==> src/rtl/mips_pkg.sv <==
// Shared types and helpers for the CPU-side memory bridge.
// Size codes, bridge states, and lane/alignment helpers.
package mips_pkg;

  typedef enum logic [1:0] {
    SZ_BYTE = 2'b00,
    SZ_HALF = 2'b01,
    SZ_WORD = 2'b10
  } size_e;

  typedef enum logic [1:0] {
    IDLE = 2'b00,
    BUS  = 2'b01,
    RESP = 2'b10
  } bridge_state_e;

  // Reserved size 2'b11 behaves as a word everywhere.
  function automatic logic is_misaligned(input logic [1:0] size, input logic [1:0] lane);
    if (size == SZ_BYTE)      return 1'b0;
    else if (size == SZ_HALF) return lane[0];
    else                      return (lane != 2'b00);
  endfunction

  function automatic logic [3:0] lane_enable(input logic [1:0] size, input logic [1:0] lane);
    if (size == SZ_BYTE)      return 4'b0001 << lane;
    else if (size == SZ_HALF) return 4'b0011 << lane;
    else                      return 4'b1111;
  endfunction

  function automatic logic [31:0] lane_replicate(input logic [1:0] size, input logic [31:0] data);
    if (size == SZ_BYTE)      return {4{data[7:0]}};
    else if (size == SZ_HALF) return {2{data[15:0]}};
    else                      return data;
  endfunction

endpackage

==> src/rtl/load_extend.sv <==
// Lane select and sign/zero extension of a 32-bit bus word for sub-word loads.
module load_extend
  import mips_pkg::*;
(
  input  logic [31:0] rdata,
  input  logic [1:0]  lane,
  input  logic [1:0]  size,
  input  logic        sign_ext,
  output logic [31:0] result
);

  logic [7:0]  byte_sel;
  logic [15:0] half_sel;

  always_comb begin
    byte_sel = rdata[{lane, 3'b000} +: 8];
    half_sel = rdata[{lane[1], 4'b0000} +: 16];
    result   = rdata;
    if (size == SZ_BYTE)
      result = {{24{sign_ext & byte_sel[7]}}, byte_sel};
    else if (size == SZ_HALF)
      result = {{16{sign_ext & half_sel[15]}}, half_sel};
  end

endmodule

==> src/rtl/mem_bus_bridge.sv <==
// Runs CPU load/store requests on an Avalon-style bus with waitrequest,
// stalling the multicycle controller until the access completes or times out.
module mem_bus_bridge
  import mips_pkg::*;
#(
  parameter int TIMEOUT = 64,
  parameter int CNT_W   = 7
) (
  input  logic        clk,
  input  logic        reset,
  input  logic        cpu_req,
  input  logic        cpu_we,
  input  logic [1:0]  cpu_size,
  input  logic        cpu_signed,
  input  logic [31:0] cpu_addr,
  input  logic [31:0] cpu_wdata,
  output logic        stall,
  output logic [31:0] cpu_rdata,
  output logic        cpu_rvalid,
  output logic        bus_err,
  output logic [31:0] avm_address,
  output logic        avm_read,
  output logic        avm_write,
  output logic [3:0]  avm_byteenable,
  output logic [31:0] avm_writedata,
  input  logic        avm_waitrequest,
  input  logic [31:0] avm_readdata
);

  // state | meaning
  // IDLE  | waiting for cpu_req; misaligned requests skip the bus
  // BUS   | strobe held, waiting for waitrequest low or timeout
  // RESP  | one-cycle completion strobe, stall released

  localparam logic [CNT_W-1:0] CNT_LAST = CNT_W'(TIMEOUT - 1);

  bridge_state_e    state;
  logic [CNT_W-1:0] wait_cnt;
  logic [1:0]       lane_q;
  logic [1:0]       size_q;
  logic             signed_q;
  logic [31:0]      ext_data;

  load_extend u_load_extend (
    .rdata    (avm_readdata),
    .lane     (lane_q),
    .size     (size_q),
    .sign_ext (signed_q),
    .result   (ext_data)
  );

  assign stall = ((state == IDLE) && cpu_req) || (state == BUS);

  always_ff @(posedge clk or posedge reset) begin
    if (reset) begin
      state          <= IDLE;
      wait_cnt       <= '0;
      lane_q         <= '0;
      size_q         <= '0;
      signed_q       <= 1'b0;
      cpu_rdata      <= '0;
      cpu_rvalid     <= 1'b0;
      bus_err        <= 1'b0;
      avm_address    <= '0;
      avm_read       <= 1'b0;
      avm_write      <= 1'b0;
      avm_byteenable <= '0;
      avm_writedata  <= '0;
    end else begin
      cpu_rvalid <= 1'b0;
      case (state)
        IDLE: begin
          if (cpu_req) begin
            if (is_misaligned(cpu_size, cpu_addr[1:0])) begin
              bus_err    <= 1'b1;
              cpu_rdata  <= '0;
              cpu_rvalid <= 1'b1;
              state      <= RESP;
            end else begin
              avm_address    <= {cpu_addr[31:2], 2'b00};
              avm_read       <= ~cpu_we;
              avm_write      <= cpu_we;
              avm_byteenable <= lane_enable(cpu_size, cpu_addr[1:0]);
              avm_writedata  <= lane_replicate(cpu_size, cpu_wdata);
              lane_q         <= cpu_addr[1:0];
              size_q         <= cpu_size;
              signed_q       <= cpu_signed;
              wait_cnt       <= '0;
              state          <= BUS;
            end
          end
        end
        BUS: begin
          if (!avm_waitrequest) begin
            avm_read   <= 1'b0;
            avm_write  <= 1'b0;
            cpu_rdata  <= avm_read ? ext_data : '0;
            cpu_rvalid <= 1'b1;
            state      <= RESP;
          end else if (wait_cnt == CNT_LAST) begin
            avm_read   <= 1'b0;
            avm_write  <= 1'b0;
            bus_err    <= 1'b1;
            cpu_rdata  <= '0;
            cpu_rvalid <= 1'b1;
            state      <= RESP;
          end else begin
            wait_cnt <= wait_cnt + 1'b1;
          end
        end
        RESP:    state <= IDLE;
        default: state <= IDLE;
      endcase
    end
  end

endmodule

==> config.mk <==
export PLATFORM = sky130hd
export DESIGN_NAME = mem_bus_bridge
export DESIGN_NICKNAME = d
export VERILOG_FILES = /design/src/rtl/mips_pkg.sv /design/src/rtl/load_extend.sv /design/src/rtl/mem_bus_bridge.sv
export SDC_FILE = /design/constraint.sdc
export NUM_CORES = 1
export LEC_CHECK = 0
export CELL_PAD_IN_SITES_DETAIL_PLACEMENT = 0
export CELL_PAD_IN_SITES_GLOBAL_PLACEMENT = 2
export CORE_MARGIN = 2
export CORE_UTILIZATION = 23
export CTS_BUF_LIST = sky130_fd_sc_hd__clkbuf_16
export DETAILED_ROUTE_END_ITERATION = 10
export PLACE_DENSITY = 0.72
export SYNTH_ARGS = -nofsm -noshare
export SYNTH_HDL_FRONTEND = slang
export SYNTH_SLANG_ARGS = --single-unit
==> constraint.sdc <==
create_clock -name clk -period 3.5 [get_ports clk]
set_clock_uncertainty 0.05 [all_clocks]
set_input_delay 0.7 -clock clk [delete_from_list [all_inputs] [get_ports clk]]
set_output_delay 0.7 -clock clk [all_outputs]
set_load 0.1 [all_outputs]
==> impl_metrics.json, run 1 <==
{
  "power_mw": 8.47,
  "setup_viol": 0,
  "fillers": 2414,
  "synth_top_cells_by_area": "dfrtp_1 (52%), nand2_1 (11%), mux2i_1 (5.0%)",
  "ctsResizeCount": 0,
  "hold_violations": 0,
  "timing.rr.start": "wait_cnt[0]",
  "cts_made_buffers": 17,
  "hold_path_depth": 2,
  "reg2regPathDepth": 7,
  "vias": 4993,
  "avgSynthCellArea_sq_um": 9.54,
  "cts_root_buffer": "clkbuf_16",
  "yosysSeqAreaShare_pct": 52.2,
  "dr.pass1.iters": 4,
  "tritoncts": "yes",
  "fmax_mhz": 342,
  "cap_violations": 0,
  "numClockSinks": 116,
  "gp_congestion": 0.836,
  "synth_most_common_cell": "nand2_1",
  "syn_area_sq_um": 5560,
  "power_density_nw_per_um2": 1010,
  "rsz0062_at_grt": "no",
  "dp_slack_ns": 0.182,
  "core_sq_um": 23600,
  "async_flop_share_pct": 100,
  "crit_start": "cpu_addr[1]",
  "areaGrowthSynthToFinish_pct": 51.2,
  "start_kind": "input port",
  "cts_hold_buf": 0,
  "finalNetCount": 888,
  "netlist_instances": 583,
  "grt_max_degree": 94,
  "viasPerCell": 4.49,
  "ios": 209,
  "synth_edf_count": 0,
  "synth_commonest_cells": "nand2_1 (164), dfrtp_1 (116), o21ai_0 (47)",
  "synth_xor_area_share_pct": 0.472,
  "seqCellArea_sq_um": 2900,
  "reg2reg_to": "cpu_rdata[2]",
  "drive_above_1_share_pct": 13.0,
  "synth_top_area_share_pct": 52.2,
  "total_leakage_power_nw": 3.82,
  "synth_warnings": 0,
  "grt_overflow": 0,
  "drtIter0Drc": 250,
  "grt_pass1_wl_microns": 29100,
  "ys_seq_elements": 116,
  "clk_transition_reported_paths_ns": 0.06,
  "finalWirelength_microns": 18500,
  "critPathRequiredTime_ns": 3.77,
  "multi_input_area_sq_um": 2350,
  "crit_path_end_kind": "flop",
  "initial_core_util_pct": 23.6,
  "cp.arrival_ns": 3.19,
  "synth-compound-area-share_pct": 14.8,
  "clock_path_buffers": 2,
  "endpoint": "cpu_rdata[2]",
  "post_cts_buffers": 0,
  "hold_start": "avm_address[19]",
  "yosys.area.top_type": "dfrtp_1",
  "totalNegativeSetupSlack_ns": 0,
  "first_global_vias": 5152,
  "synth_flop_cell": "dfrtp_1",
  "grt_antenna_before_repair": 1,
  "clk_latency_ns": 0.41,
  "period_needed_ns": 2.92,
  "synth_adder_area_share_pct": 1.12,
  "die_w_microns": 160,
  "antenna_left": 0,
  "final.setup.worst_slack_ns": 0.578,
  "min_period_over_period_pct": 83.5,
  "grt_usage_pct": 14.6,
  "r2r_slack_ns": 1.00,
  "status": "finished clean",
  "yosys.area_share.simple_pct": 17.5,
  "placement.io_buffers": 206,
  "yosysUniqueCellTypes": 43,
  "post-route-util_pct": 35.6,
  "synth_top_family_by_area": "simple AND/OR/NAND/NOR gates",
  "ir_worst_vdd_uv": 659,
  "cts.htree.levels": 4,
  "die_y_microns": 160,
  "synth_mux_area_share_pct": 8.07,
  "slew_violations": 0,
  "dp.final_hpwl_microns": 13200,
  "cp_max_fo": 26,
  "max_slew.worst_pin.slew_ns": 0.996,
  "dieArea_sq_um": 25400,
  "worstSetupPathType": "input port to flop",
  "wl_per_cell_microns": 16.6,
  "drc": 0,
  "max_slew_margin_pct": 33.4,
  "worstHoldPathType": "flop to flop",
  "fp-row-count": 56
}
[sequential cells by signal, indices dropped and copies added (netlist names)]
signal,flops
state,2
lane_q,2
cpu_rdata,32
avm_address,30
bus_err,1
cpu_rvalid,1
wait_cnt,7
signed_q,1
avm_write,1
avm_byteenable,4
size_q,2
avm_writedata,32
avm_read,1
[kinds of logic (layout without fill, tap and decap cells)]
logic type	Yosys count	count (layout)
buffers and inverters	65	273
XOR/XNOR	3	3
AND/OR/NAND/NOR	227	227
flip-flops	116	116
multiplexers	36	36
other	1	4
adder cells (fa/ha/maj)	5	5
AO/OA/AOI/OAI	130	130
[area by class of cell]
type,instances,share of cell area (%)
diodes,2,0.0595
clock buffers,17,5.06
flip-flops and latches,116,34.5
repair buffers,216,24.7
multi-input cells,403,28.0
inverters,25,1.16
clock inverters,15,1.77
well taps,319,4.74
[worst max-delay path, cell delays in order]
cell and delay, ns:
clkdlybuf4s50_1 0.50, inv_1 0.14, ha_1 0.16, nand2b_1 0.16, nand2_1 0.07, nand2_1 0.09
a21o_1 0.76, inv_1 0.34, o21ai_0 0.24
[report_power, final]
| part | leakage, nW | internal (mW) | switching [mW] |
|---|---|---|---|
| clock | 0.277 | 0.995 | 0.684 |
| sequential | 1.49 | 1.76 | 0.316 |
| combinational | 2.05 | 1.06 | 3.66 |
[cells in the final DEF (no fill, tap or decap), types with 7 or more instances in the layout]
master	n
a22o_1	24
dfrtp_1	116
nand2_1	164
a21oi_1	22
o22ai_1	16
mux4_2	7
o21ai_0	47
buf_4	49
clkdlybuf4s50_1	163
a221oi_1	8
mux2i_1	28
nor2b_1	10
clkbuf_16	17
nor2_1	19
nand2b_1	18
inv_1	24
[worst min-delay path by stage]
| stage | endpoint | slack, ns |
|---|---|---|
| after detailed placement | avm_address[13] | 0.41 |
| after global routing | avm_address[4] | 0.45 |
| final | avm_address[19] | 0.42 |
| after floorplan | wait_cnt[0] | 0.42 |
| after global placement | avm_address[17] | 0.41 |
| after CTS | avm_address[19] | 0.43 |
[through the flow]
| stage | hold WS (ns) | area [sq um] | cells |
|---|---|---|---|
| after floorplan | 0.417 | 5570 | 584 |
| after global placement | 0.408 | 7830 | 1079 |
| after detailed placement | 0.412 | 7830 | 1079 |
| after CTS | 0.427 | 8410 | 1111 |
| after global routing | 0.453 | 8410 | 1111 |
| final | 0.420 | 8410 | 1113 |
[layer usage]
| metal | part of all wire [%] | track usage [%] |
|---|---|---|
| met1 | 44 | 18.8 |
| met2 | 44 | 21.9 |
| met3 | 10 | 6.28 |
| met4 | 1.8 | 5.21 |
| met5 | 0.081 | 0 |
(Power assumes the default switching activity.)
==> run 2, diff against run 1 <==
==> constraint.sdc (replaced) <==
create_clock -name clk -period 2.65 [get_ports clk]
set_clock_uncertainty 0.05 [all_clocks]
set_input_delay 0.53 -clock clk [delete_from_list [all_inputs] [get_ports clk]]
set_output_delay 0.53 -clock clk [all_outputs]
set_load 0.1 [all_outputs]
==> run 2 against run 1 <==
- sequential cell count did not move
- design area fell by 0.85%
- critical path depth did not move
- global-route usage rose by 0.26 points
- largest power group unchanged
- clock power rose by 36%
- sequential power rose by 31%
- highest routed layer unchanged
- die area did not move
- power rose by 32%
==> impl_metrics.json, run 2 (synthesis results as in run 1) <==
{
  "finalWirelength_microns": 18600,
  "placement.io_buffers": 206,
  "final.setup.worst_slack_ns": 0.601,
  "totalNegativeSetupSlack_ns": 0,
  "numClockSinks": 116,
  "grt_pass1_wl_microns": 29600,
  "seqPwrFrac_pct": 24.4,
  "power_mw": 11.2,
  "tritoncts": "yes",
  "reg2reg_to": "cpu_rdata[2]",
  "critPathRequiredTime_ns": 2.90,
  "cp.arrival_ns": 2.30,
  "cts.htree.levels": 4,
  "clk_latency_ns": 0.42,
  "period_needed_ns": 2.05,
  "viasPerCell": 4.43,
  "wl_per_cell_microns": 16.6,
  "r2r_slack_ns": 0.69,
  "first_global_vias": 5237,
  "multi_input_area_sq_um": 2350,
  "dp.final_hpwl_microns": 13400,
  "rsz0062_at_grt": "no",
  "cts_root_buffer": "clkbuf_16",
  "power_density_nw_per_um2": 1340,
  "p_int_mw": 5.10,
  "drc": 0,
  "finalNetCount": 896,
  "dr.pass1.iters": 5,
  "hold_start": "size_q[0]",
  "drive_above_1_share_pct": 20.8,
  "ir_worst_vdd_uv": 753,
  "grt_overflow": 0,
  "start_kind": "input port",
  "ios": 209,
  "cap_violations": 0,
  "timing.rr.start": "lane_q[0]",
  "reg2regPathDepth": 3,
  "clk_transition_reported_paths_ns": 0.05,
  "power.switching_mw": 6.07,
  "die_w_microns": 160,
  "crit_path_end_kind": "flop",
  "grt_max_degree": 117,
  "hold_slack_ns": 0.424,
  "max_slew.worst_pin.slew_ns": 0.742,
  "comb_power_share_pct": 55.3,
  "final_cell_mix": "nand2_1 (164), dfrtp_1 (116), buf_4 (115)",
  "clock_path_buffers": 2,
  "largestRegisters": "avm_writedata: 32 flops, cpu_rdata: 32 flops, avm_address: 30 flops",
  "worstHoldPathType": "flop to flop",
  "fillers": 2437,
  "worstSetupPathType": "input port to flop",
  "min_period_over_period_pct": 77.3,
  "sw_frac_of_total_pct": 54.3,
  "ctsResizeCount": 0,
  "vias": 4957,
  "total_leakage_power_nw": 3.97,
  "final_common_cell": "nand2_1",
  "fmax_mhz": 488,
  "antenna_left": 0,
  "core_sq_um": 23600,
  "grt_usage_pct": 14.9,
  "fp-row-count": 56,
  "max_slew_margin_pct": 50.5,
  "dp_slack_ns": 0.177,
  "dieArea_sq_um": 25400,
  "hold_path_depth": 2,
  "areaGrowthSynthToFinish_pct": 50.0,
  "hold_violations": 0,
  "post_cts_buffers": 0,
  "drtIter0Drc": 281,
  "cts_made_buffers": 17,
  "slew_violations": 0,
  "cts_hold_buf": 0,
  "clkPwrFrac_pct": 20.4,
  "status": "finished clean",
  "gp_congestion": 0.846,
  "cp_max_fo": 25,
  "die_y_microns": 160,
  "grt_antenna_before_repair": 3,
  "initial_core_util_pct": 23.6,
  "seqCellArea_sq_um": 2900,
  "min_to": "size_q[0]",
  "setup_viol": 0
}
[run 2: stage by stage]
| step | instance area (sq um) | util, % | std cells |
|---|---|---|---|
| after global routing | 8340 | 35.3 | 1117 |
| after global placement | 7770 | 32.9 | 1087 |
| after floorplan | 5570 | - | 584 |
| final | 8340 | 35.3 | 1118 |
| after CTS | 8340 | 35.3 | 1117 |
| after detailed placement | 7770 | 32.9 | 1087 |
[run 2: cell type report]
| type | instances | share of cell area [%] |
|---|---|---|
| clock inverters | 13 | 1.74 |
| inverters | 25 | 1.17 |
| repair buffers | 224 | 24.1 |
| diodes | 1 | 0.0300 |
| flip-flops and latches | 116 | 34.8 |
| multi-input cells | 403 | 28.2 |
| clock buffers | 17 | 5.10 |
| well taps | 319 | 4.78 |
[run 2: worst max path at each step]
stage | from | endpoint | slack, ns | depth (start not counted)
final | cpu_addr[1] | cpu_rdata[8] | 0.60 | 9
after floorplan | cpu_req | stall | 0.26 | 2
after global routing | lane_q[0] | cpu_rdata[8] | 0.47 | 4
after CTS | cpu_addr[1] | cpu_rdata[8] | 0.61 | 9
after detailed placement | cpu_addr[1] | cpu_rdata[8] | 0.18 | 9
after global placement | cpu_addr[0] | cpu_rdata[26] | 0.18 | 9
[run 2: layer usage]
metal / track usage, % / wire [microns] / up-vias
li1: - / - / 2375
met1: 18.7 / 8060 / 2356
met2: 22.9 / 8410 / 196
met3: 6.49 / 1820 / 26
met4: 5.00 / 297 / 4
met5: 0 / 26 / -
[run 2: critical path, cell delays in order]
cell             delay (ns)
clkdlybuf4s50_1        0.50
inv_1                  0.09
ha_1                   0.19
nand2b_1               0.18
nand2_1                0.08
nand2_1                0.07
a21o_1                 0.24
buf_12                 0.17
a22o_1                 0.24
[run 2: power by group through the flow]
stage / clock network (mW) / logic (mW) / registers (mW)
after CTS: 2.34 / 6.23 / 2.74
final: 2.28 / 6.18 / 2.72
after floorplan: 0 / 1.16 / 6.32
after global placement: 0 / 6.18 / 2.74
after global routing: 2.41 / 6.44 / 2.81
after detailed placement: 0 / 6.23 / 2.74
==> run 3, diff against run 2 <==
--- a/config.mk
+++ b/config.mk
@@ -8,10 +8,10 @@
 export CELL_PAD_IN_SITES_DETAIL_PLACEMENT = 0
 export CELL_PAD_IN_SITES_GLOBAL_PLACEMENT = 2
 export CORE_MARGIN = 2
-export CORE_UTILIZATION = 23
+export CORE_UTILIZATION = 26
 export CTS_BUF_LIST = sky130_fd_sc_hd__clkbuf_16
 export DETAILED_ROUTE_END_ITERATION = 10
-export PLACE_DENSITY = 0.72
+export PLACE_DENSITY = 0.78
 export SYNTH_ARGS = -nofsm -noshare
 export SYNTH_HDL_FRONTEND = slang
 export SYNTH_SLANG_ARGS = --single-unit
==> constraint.sdc (replaced) <==
create_clock -name clk -period 2.1 [get_ports clk]
set_clock_uncertainty 0.05 [all_clocks]
set_input_delay 0.42 -clock clk [delete_from_list [all_inputs] [get_ports clk]]
set_output_delay 0.42 -clock clk [all_outputs]
set_load 0.1 [all_outputs]
==> run 3 against run 2 <==
- power grew 25%
- die area decreased by 11%
- via count grew 3.3%
- sequential share of layout area down 0.62 points
- sequential cell count did not move
- wire length down 3.6%
- non-clock buffer count up 27
- register-to-register slack got worse by 0.52 ns
- design area is 1.8% higher
- combinational power rose by 28%
- final cell count fell by 1.6%
- sequential power grew 25%
- critical path type is now flop to flop
- largest cell class unchanged
==> impl_metrics.json, run 3 (synthesis results as in run 1) <==
{
  "first_global_vias": 5323,
  "max_slew.worst_pin.slew_ns": 0.598,
  "dp_slack_ns": -0.255,
  "drtIter0Drc": 248,
  "critPathRequiredTime_ns": 2.39,
  "setup_viol": 0,
  "timing.rr.start": "lane_q[0]",
  "finalNetCount": 923,
  "path_cells": "buf_4 -> nor2_1 -> mux2i_1 -> a21oi_2 -> nor2_4 -> a22o_1",
  "largestRegisters": "avm_writedata: 32 flops, cpu_rdata: 32 flops, avm_address: 30 flops",
  "reg2reg_to": "cpu_rdata[20]",
  "worstHoldPathType": "flop to flop",
  "initial_core_util_pct": 26.5,
  "wl_met2_microns": 8250,
  "crit_path_top_delay_cell": "dfrtp_1",
  "fp-row-count": 53,
  "critPathBufInv": 1,
  "power_density_nw_per_um2": 1640,
  "grt_pass1_wl_microns": 28100,
  "crit_path_end_kind": "flop",
  "slew_violations": 0,
  "crit_family": "flip-flops",
  "diodes": 0,
  "start_kind": "flop",
  "grt_antenna_before_repair": 0,
  "min_to": "avm_address[5]",
  "final.setup.worst_slack_ns": 0.173,
  "total_leakage_power_nw": 4.08,
  "drc": 0,
  "numClockSinks": 116,
  "areaGrowthSynthToFinish_pct": 52.7,
  "cts_root_buffer": "clkbuf_16",
  "wl_met1_microns": 7700,
  "hold_path_depth": 2,
  "final_cell_mix": "nand2_1 (164), buf_4 (138), dfrtp_1 (116)",
  "status": "finished clean",
  "cp.arrival_ns": 2.21,
  "hold_slack_ns": 0.423,
  "placement.io_buffers": 206,
  "clk_transition_reported_paths_ns": 0.05,
  "grt_max_degree": 63,
  "cts.htree.levels": 4,
  "cp_slowest_stage_delay_ns": 0.50,
  "grt_overflow": 0,
  "vias": 5121,
  "ir_worst_vdd_uv": 1030,
  "finalWirelength_microns": 17900,
  "crit_start": "lane_q[0]",
  "gp_congestion": 0.899,
  "worstSetupPathType": "flop to flop",
  "core_sq_um": 21000,
  "ios": 209,
  "grt_usage_pct": 16.1,
  "top_layer": "met4",
  "reg2regPathDepth": 6,
  "die_w_microns": 150,
  "cap_violations": 0,
  "clock_path_buffers": 2,
  "cp_max_fo": 16,
  "hold_start": "avm_address[5]",
  "final_common_cell": "nand2_1",
  "drive_above_1_share_pct": 23.5,
  "min_period_over_period_pct": 91.7,
  "dieArea_sq_um": 22600,
  "viasPerCell": 4.66,
  "r2r_slack_ns": 0.17,
  "tritoncts": "yes",
  "fmax_mhz": 519,
  "period_needed_ns": 1.93,
  "dp.final_hpwl_microns": 13400,
  "max_slew_margin_pct": 60.1,
  "rsz0062_at_grt": "no",
  "clk_latency_ns": 0.40,
  "antenna_left": 0,
  "die_y_microns": 150,
  "dr_wl_met3_microns": 1630,
  "dr.pass1.iters": 4,
  "hold_violations": 0,
  "cts_made_buffers": 17,
  "wl_per_cell_microns": 16.3
}
[run 3: power breakdown]
part / total [mW] / switching [mW] / leakage [nW] / internal, mW
combinational: 7.94 / 6.16 / 2.34 / 1.78
clock: 2.60 / 1.02 / 0.254 / 1.58
sequential: 3.41 / 0.477 / 1.49 / 2.94
[run 3: how the worst max path moves through the flow]
stage / to / slack (ns) / cells past startpoint
4_1_cts: cpu_rdata[9] / 0.12 / 5
6_report: cpu_rdata[20] / 0.17 / 6
3_5_place_dp: cpu_rdata[9] / -0.25 / 9
5_1_grt: cpu_rdata[18] / 0.02 / 6
3_3_place_gp: cpu_rdata[14] / -0.19 / 9
2_1_floorplan: cpu_rdata[10] / 0.07 / 4
[run 3: area by class of cell]
cell class / instances / area [sq um]
clock buffer: 17 / 425
clock inverter: 13 / 96.3
fill: 2050 / 12500
inverter: 25 / 97.6
multi-input combinational: 403 / 2360
sequential: 116 / 2900
tap: 275 / 344
timing repair buffer: 251 / 2270
[run 3: layer usage]
layer | up-vias | GRT usage [%]
met5 | - | 0
met4 | 0 | 5.85
met3 | 17 | 5.64
met2 | 197 | 25.6
met1 | 2471 | 20.4
li1 | 2436 | -
[run 3: metrics by stage]
stage	total power [mW]	utilization [%]	instance area, sq um	cells	TNS (ns)
after global routing	14.5	40.4	8490	1100	0
after CTS	14.1	40.4	8490	1100	0
after detailed placement	11.4	37.9	7970	1070	-17.82
after floorplan	9.43	-	5570	584	0
after global placement	11.3	37.9	7970	1070	-12.87
final	14.0	40.4	8490	1100	0
[run 3: repair_timing]
action | CTS | global route
resized for setup | 0 | 1
hold buffers | 0 | 0
endpoints found under the setup margin | 0 | 1
setup buffers | 0 | 0
[run 3: worst min-delay path, stage by stage (launching register included)]
cell and delay, ns:
dfrtp_1 0.34, nand2_1 0.05, nand2_1 0.05
